File: src/rtl/serial_add_sub_pkg.sv
// rtl/serial_add_sub_pkg.sv - shared types and sizing helper for the bit-serial adder/subtractor
package serial_add_sub_pkg;

    typedef enum logic [1:0] {
        IDLE = 2'd0,
        RUN  = 2'd1,
        DONE = 2'd2
    } state_t;

    localparam int DEFAULT_WIDTH = 8;

    // Counter must hold the value N after the last RUN cycle.
    function automatic int cnt_width(input int n);
        return (n < 1) ? 1 : $clog2(n + 1);
    endfunction

endpackage

File: src/rtl/full_adder_1.sv
// rtl/full_adder_1.sv - single-bit full adder cell
module full_adder_1 (
    input  logic a,
    input  logic b,
    input  logic carry_in,
    output logic s,
    output logic carry_out
);

    assign s         = a ^ b ^ carry_in;
    assign carry_out = (a & b) | (a & carry_in) | (b & carry_in);

endmodule

File: src/rtl/serial_add_sub_ctrl.sv
// rtl/serial_add_sub_ctrl.sv - LSB-first bit-serial N-bit add/sub with start/ready, valid/ack handshake
// Optional signed overflow output enabled by SERIAL_ADD_SUB_OVERFLOW_EN.
module serial_add_sub_ctrl
    import serial_add_sub_pkg::*;
#(
    parameter int N = DEFAULT_WIDTH
) (
    input  logic         i_clk,
    input  logic         i_reset,
    input  logic         i_start,
    input  logic         i_sub,
    input  logic [N-1:0] i_a,
    input  logic [N-1:0] i_b,
    output logic         o_ready,
    output logic         o_valid,
    input  logic         i_ack,
    output logic [N-1:0] o_result,
    output logic         o_carry
`ifdef SERIAL_ADD_SUB_OVERFLOW_EN
    ,
    output logic         o_overflow
`endif
);

    localparam int CW = cnt_width(N);
    localparam logic [CW-1:0] LAST_CNT = CW'(N - 1);

    state_t        state_q, state_d;
    logic [CW-1:0] cnt_q, cnt_d;
    logic [N-1:0]  a_sr_q, a_sr_d;
    logic [N-1:0]  b_sr_q, b_sr_d;
    logic [N-1:0]  res_sr_q, res_sr_d;
    logic          carry_q, carry_d;
`ifdef SERIAL_ADD_SUB_OVERFLOW_EN
    logic          ovf_q, ovf_d;
`endif

    logic fa_s;
    logic fa_co;

    full_adder_1 u_fa (
        .a         (a_sr_q[0]),
        .b         (b_sr_q[0]),
        .carry_in  (carry_q),
        .s         (fa_s),
        .carry_out (fa_co)
    );

    always_comb begin
        state_d  = state_q;
        cnt_d    = cnt_q;
        a_sr_d   = a_sr_q;
        b_sr_d   = b_sr_q;
        res_sr_d = res_sr_q;
        carry_d  = carry_q;
`ifdef SERIAL_ADD_SUB_OVERFLOW_EN
        ovf_d    = ovf_q;
`endif
        case (state_q)
            IDLE: begin
                if (i_start) begin
                    // Subtraction as A + ~B + 1: the +1 rides in on the initial carry.
                    a_sr_d  = i_a;
                    b_sr_d  = i_sub ? ~i_b : i_b;
                    carry_d = i_sub;
                    cnt_d   = '0;
                    state_d = RUN;
                end
            end
            RUN: begin
                carry_d          = fa_co;
                res_sr_d         = res_sr_q >> 1;
                res_sr_d[N-1]    = fa_s;
                a_sr_d           = a_sr_q >> 1;
                b_sr_d           = b_sr_q >> 1;
                cnt_d            = cnt_q + CW'(1);
                if (cnt_q == LAST_CNT) begin
`ifdef SERIAL_ADD_SUB_OVERFLOW_EN
                    ovf_d = carry_q ^ fa_co;
`endif
                    state_d = DONE;
                end
            end
            DONE: begin
                if (i_ack) begin
                    state_d = IDLE;
                end
            end
            default: state_d = IDLE;
        endcase
    end

    always_ff @(posedge i_clk) begin
        if (i_reset) begin
            state_q  <= IDLE;
            cnt_q    <= '0;
            a_sr_q   <= '0;
            b_sr_q   <= '0;
            res_sr_q <= '0;
            carry_q  <= 1'b0;
`ifdef SERIAL_ADD_SUB_OVERFLOW_EN
            ovf_q    <= 1'b0;
`endif
        end else begin
            state_q  <= state_d;
            cnt_q    <= cnt_d;
            a_sr_q   <= a_sr_d;
            b_sr_q   <= b_sr_d;
            res_sr_q <= res_sr_d;
            carry_q  <= carry_d;
`ifdef SERIAL_ADD_SUB_OVERFLOW_EN
            ovf_q    <= ovf_d;
`endif
        end
    end

    assign o_ready  = (state_q == IDLE);
    assign o_valid  = (state_q == DONE);
    assign o_result = res_sr_q;
    assign o_carry  = carry_q;
`ifdef SERIAL_ADD_SUB_OVERFLOW_EN
    assign o_overflow = ovf_q;
`endif

endmodule

File: config.mk
export PLATFORM = sky130hd
export DESIGN_NAME = serial_add_sub_ctrl
export DESIGN_NICKNAME = d
export VERILOG_FILES = /design/src/rtl/serial_add_sub_pkg.sv /design/src/rtl/full_adder_1.sv /design/src/rtl/serial_add_sub_ctrl.sv
export SDC_FILE = /design/constraint.sdc
export NUM_CORES = 1
export LEC_CHECK = 0
export CAP_MARGIN = 20
export CORE_MARGIN = 5
export CORE_UTILIZATION = 35
export CTS_CLUSTER_SIZE = 30
export DETAILED_ROUTE_END_ITERATION = 8
export SLEW_MARGIN = 30
export SYNTH_ARGS = -nofsm -noshare
export SYNTH_HDL_FRONTEND = slang
export SYNTH_SLANG_ARGS = --single-unit
File: constraint.sdc
create_clock -name i_clk -period 2.2 [get_ports i_clk]
set_input_delay 0.33 -clock i_clk [delete_from_list [all_inputs] [get_ports i_clk]]
set_output_delay 0.33 -clock i_clk [all_outputs]
set_load 0.01 [all_outputs]
# --- Yosys cells after proc, flatten, opt, wreduce, memory -nomap -nowiden ---
# Cells that the tools add are included.
# W data, S select, Z words.
word_totals:
  input_bits: 21
  regBits: 31
classes:
  n_addsub: 1
  n_reduce_logical: 4
  eq_ne: 6
  muxes: 13
  bitwise: 8
ops:
  columns: ["operator", "n"]
  rows:
  - ["$pmux W8 S2", 2]
  - ["$mux W8", 3]
  - ["$not A8 Y8", 1]
  - ["$pmux W4 S2", 1]
  - ["$mux W2", 3]
  - ["$pmux W2 S3", 1]
  - ["$add A4 B1 Y4 const B", 1]
  - ["$eq A4 B3 Y1 const B", 1]
  - ["$mux W4", 1]
  - ["$ne A2 B2 Y1 const B", 2]
  - ["$and A1 B1 Y1", 3]
  - ["$reduce_and A3 Y1", 1]
  - ["$eq A2 B1 Y1 const B", 1]
  - ["$eq A2 B2 Y1 const B", 1]
  - ["$logic_not A2 Y1", 1]
  - ["$ne A2 B1 Y1 const B", 1]
  - ["$or A1 B1 Y1", 2]
  - ["$pmux W1 S2", 1]
  - ["$reduce_and A2 Y1", 1]
  - ["$reduce_bool A2 Y1", 1]
  - ["$xor A1 B1 Y1", 2]
  - ["$mux W1", 1]

# --- Logic depth before layout (Yosys ltp) ---
depth:
  word_depth: 4
  mapped_depth: 5
  ltp_nobuf: 4

# --- Hierarchy ---
# Synthesis repeated with hierarchy kept, for this count alone.
hier_totals:
  hier_cells: 163
  hier_area_um2: 1412.6
modules_own_cells:
  columns: ["module", "area_each_um2", "cells_per_inst", "instances"]
  rows:
  - ["serial_add_sub_ctrl", 1392.6, 162, 1]
  - ["full_adder_1", 20.0, 1, 1]

# --- Worst setup path before layout ---
# No wires, ideal clock.
synth_timing:
  kind: "input-to-reg"
  start: "input port i_sub"
  end: "register carry_q (netlist: o_carry)"
  setup_ns: 0.132
  required_time_ns: 2.068
  arrival_ns: 1.135
  path_slack_ns: 0.933
  cell_stages: 4
  cell_sequence: "buf_2 or3b_2 a21oi_1 nor3_1"
synth_between:
  elab_chain_len: 2
synth_rtl:
  columns: ["item", "line", "rtl"]
  rows:
  - ["start, declared", "serial_add_sub_ctrl.sv:11", "input logic i_sub,"]
  - ["$mux W1", "serial_add_sub_ctrl.sv:61", "if (i_start) begin"]
  - ["$pmux W1 S2", "serial_add_sub_ctrl.sv:59", "case (state_q)"]
  - ["end signal, assigned", "serial_add_sub_ctrl.sv:110", "carry_q <= carry_d;"]
  - ["end, declared", "serial_add_sub_ctrl.sv:33", "logic carry_q, carry_d;"]
# Every way passes these cells. The select of a mux whose other input is x is not followed.
# A chain may end at the register's enable or synchronous reset.

# --- Worst setup path after layout ---
layout_timing:
  start: "register state_q[0]"
  end: "output port o_valid"
layout_between:
  elab_chain_len: 1
layout_rtl:
  columns: ["item", "line", "rtl"]
  rows:
  - ["start, declared", "serial_add_sub_ctrl.sv:28", "state_t state_q, state_d;"]
  - ["start signal, assigned", "serial_add_sub_ctrl.sv:105", "state_q <= state_d;"]
  - ["$eq A2 B2 Y1", "serial_add_sub_ctrl.sv:118", "assign o_valid = (state_q == DONE);"]
  - ["end, declared", "serial_add_sub_ctrl.sv:15", "output logic o_valid,"]
# Every way passes these cells.

==> impl_metrics.env <==
export IMPL_yosys_warnings=0
export IMPL_tns_ns=0
export IMPL_rsz0062_at_grt="false"
export IMPL_vias=1231
export IMPL_syn_num_nets=186
export IMPL_gr_usage_met3=0.04241
export IMPL_io_pins=32
export IMPL_layout_min_cycle_time_ns=1.965
export IMPL_r2r_start="state_q[0]$_SDFFE_PP0P_"
export IMPL_cts_tree="built"
export IMPL_finClkSkew_ns=0.004022
export IMPL_synth_top_area_frac=0.4393
export IMPL_tightestPinTransition_ns=0.4922
export IMPL_seq_power_share=0.483
export IMPL_pwr_share_comb=0.142
export IMPL_syn_area_per_cell_sq_um=8.666
export IMPL_drt_wl_total_um=3062
export IMPL_synth_edff_count=0
export IMPL_total_power_w=0.001278
export IMPL_synth_cell_types=32
export IMPL_die_width_um=73.53
export IMPL_ctsHoldBuffers=0
export IMPL_worstPathRequired_ns=1.87
export IMPL_holdWs_ns=0.4538
export IMPL_hold_class="reg -> reg"
export IMPL_grt_overflow_total=0
export IMPL_drc=0
export IMPL_die_y_um=73.53
export IMPL_clock_sinks=31
export IMPL_place_congestion=0.7893
export IMPL_grt_pass1_vias=1204
export IMPL_finalHoldViolCount=0
export IMPL_synth_top_cell_by_area="dfxtp_1"
export IMPL_synth_simple_area_share=0.2622
export IMPL_antenna_left=0
export IMPL_grt_busiest_layer="met2"
export IMPL_synthCells=163
export IMPL_drive_gt1_frac=0.1224
export IMPL_wl_per_cell_um=12.45
export IMPL_slew_violations=0
export IMPL_cts_repair_resized=0
export IMPL_critical_path_peak_fanout=16
export IMPL_synth_top_family_by_area="simple AND/OR/NAND/NOR gates"
export IMPL_crit_type="reg -> out"
export IMPL_io_buffers=31
export IMPL_drt_initial_drc_count=31
export IMPL_cts_path_max_buffers=2
export IMPL_cp_start_kind="register"
export IMPL_initial_core_util=0.3583
export IMPL_grtUsageMet1=0.1517
export IMPL_finalCritPeriodShare=0.8932
export IMPL_holdCritStartpoint="o_result[0]$_SDFFE_PP0N_"
export IMPL_netlist_top_cells_area="dfxtp_1, a21oi_1, nand2_1"
export IMPL_cts_root_buffer="clkbuf_8"
export IMPL_clk_pin_slew_ns=0.06
export IMPL_fmax_mhz=508.9
export IMPL_coreArea_sq_um=3943
export IMPL_synth_seq_cells=31
export IMPL_relSlewSlack=0.6714
export IMPL_cts_made_buffers=5
export IMPL_crit_start="state_q[0]$_SDFFE_PP0P_"
export IMPL_grtUsageTotal=0.1202
export IMPL_clock_power_share=0.375
export IMPL_synth_compound_area_frac=0.1789
export IMPL_leakage_nw=0.6546
export IMPL_p_sw_w=0.0002973
export IMPL_cts_max_level=2
export IMPL_outcome="finished, final reports clean"
export IMPL_nNetsFinal=218
export IMPL_post_route_util=0.4748
export IMPL_met2_usage=0.1969
export IMPL_grt_pass1_wl_um=5154
export IMPL_power_density_nw_per_um2=683.0
export IMPL_antennaDiodeCount=0
export IMPL_p_sw_frac=0.2325
export IMPL_async_flop_share=0
export IMPL_synthXorXnorAreaFrac=0.04960
export IMPL_peakVddDrop_mv=0.3602
export IMPL_drt_vias_per_instance=5.004
export IMPL_antenna_found_initial=0
export IMPL_crit_arrival_ns=1.64
export IMPL_synth_adder_area_share=0.02303
export IMPL_p_int_w=0.0009812
export IMPL_maxCapViolations=0
export IMPL_setup_viol=0
export IMPL_ys_seq_area_frac=0.4393
export IMPL_grt_max_degree=24
export IMPL_critPathCaptureType="output port"
export IMPL_rows=23
export IMPL_cts_setup_buffers=0
export IMPL_dp_hpwl_um=2212
export IMPL_synth_mux_area_frac=0
export IMPL_synth_ff_type="dfxtp_1"
export IMPL_clk_latency_ns=0.27
export IMPL_syn_area_sq_um=1413
export IMPL_dieArea_sq_um=5407
export IMPL_area_growth_pct=32.51
export IMPL_drt_pass1_iter_count=4
==> stage by stage <==
| stage | instances | setup slack (ns) | cell area (sq um) |
|---|---|---|---|
| 6_report | 246 | 0.2349 | 1872 |
| 4_1_cts | 246 | 0.2220 | 1872 |
| 3_3_place_gp | 238 | 0.3516 | 1772 |
| 2_1_floorplan | 163 | 0.9332 | 1413 |
| 3_5_place_dp | 238 | 0.3217 | 1772 |
| 5_1_grt | 246 | 0.1399 | 1872 |
==> layer usage <==
layer	wire length [um]	up-vias
li1	-	634
met1	1437	560
met2	1401	37
met3	223	0
met4	0	0
met5	0	-
==> worst max-delay path, stage by stage (launching register included) <==
cell and delay [ns]:
dfxtp_1 0.63, and2b_1 0.26, clkdlybuf4s50_1 0.48
==> registers in the layout (all words and copies together) (netlist names) <==
signal	cells
a_sr_q	8
b_sr_q	8
o_result	8
cnt_q	4
state_q	2
o_carry	1
==> power by group through the flow <==
stage | logic, W | registers, W | clock network (W)
floorplan | 0.000115 | 0.000623 | 0
global placement | 0.000179 | 0.000629 | 0
detailed placement | 0.000183 | 0.000630 | 0
CTS | 0.000184 | 0.000618 | 0.000496
global route | 0.000203 | 0.000623 | 0.000517
finish | 0.000182 | 0.000618 | 0.000479
==> cell families (layout without fill, tap and decap cells) <==
family | after synthesis | after routing
AOI/OAI and AO/OA | 40 | 40
xor gates and xnor gates | 8 | 8
adders and majority gates | 2 | 2
buffers and inverters | 13 | 46
DFF | 31 | 31
and+or+nand+nor | 69 | 69
==> cell usage after synthesis, types with 2 or more instances <==
cell type,instances
buf_4,2
clkbuf_1,3
or3b_2,8
nor3_1,9
buf_2,6
a22oi_1,8
nand2_1,21
o22ai_1,7
dfxtp_1,31
nor2_1,12
xnor2_1,8
clkbuf_2,2
a21oi_1,18
nand2b_1,9
nand3_1,2
==> final timing paths <==
| path | slack [ns] | cells after the start | endpoint |
|---|---|---|---|
| worst max-delay path | 0.23 | 2 | o_valid |
| worst min-delay path | 0.45 | 2 | o_result[0]$_SDFFE_PP0N_ |
| worst max register to register | 0.60 | 3 | cnt_q[3]$_SDFFE_PP0P_ |
| worst min register to register | 0.45 | 2 | o_result[0]$_SDFFE_PP0N_ |
==> final cells by class <==
cell class | instances | area (sq um)
well taps | 50 | 62.56
clock buffers | 8 | 100.1
flip-flops and latches | 31 | 620.6
multi-input cells | 119 | 725.7
fillers | 362 | 2071
repair buffers | 38 | 362.8
==> cell usage in the layout, fill, tap and decap left out, types with 8 or more instances in the layout <==
| cell | n |
|---|---|
| a21oi_1 | 18 |
| a22oi_1 | 8 |
| clkdlybuf4s50_1 | 31 |
| dfxtp_1 | 31 |
| nand2_1 | 21 |
| nand2b_1 | 9 |
| nor2_1 | 12 |
| nor3_1 | 9 |
| or3b_2 | 8 |
| xnor2_1 | 8 |
Note: power is estimated with default switching activity, not from simulation.
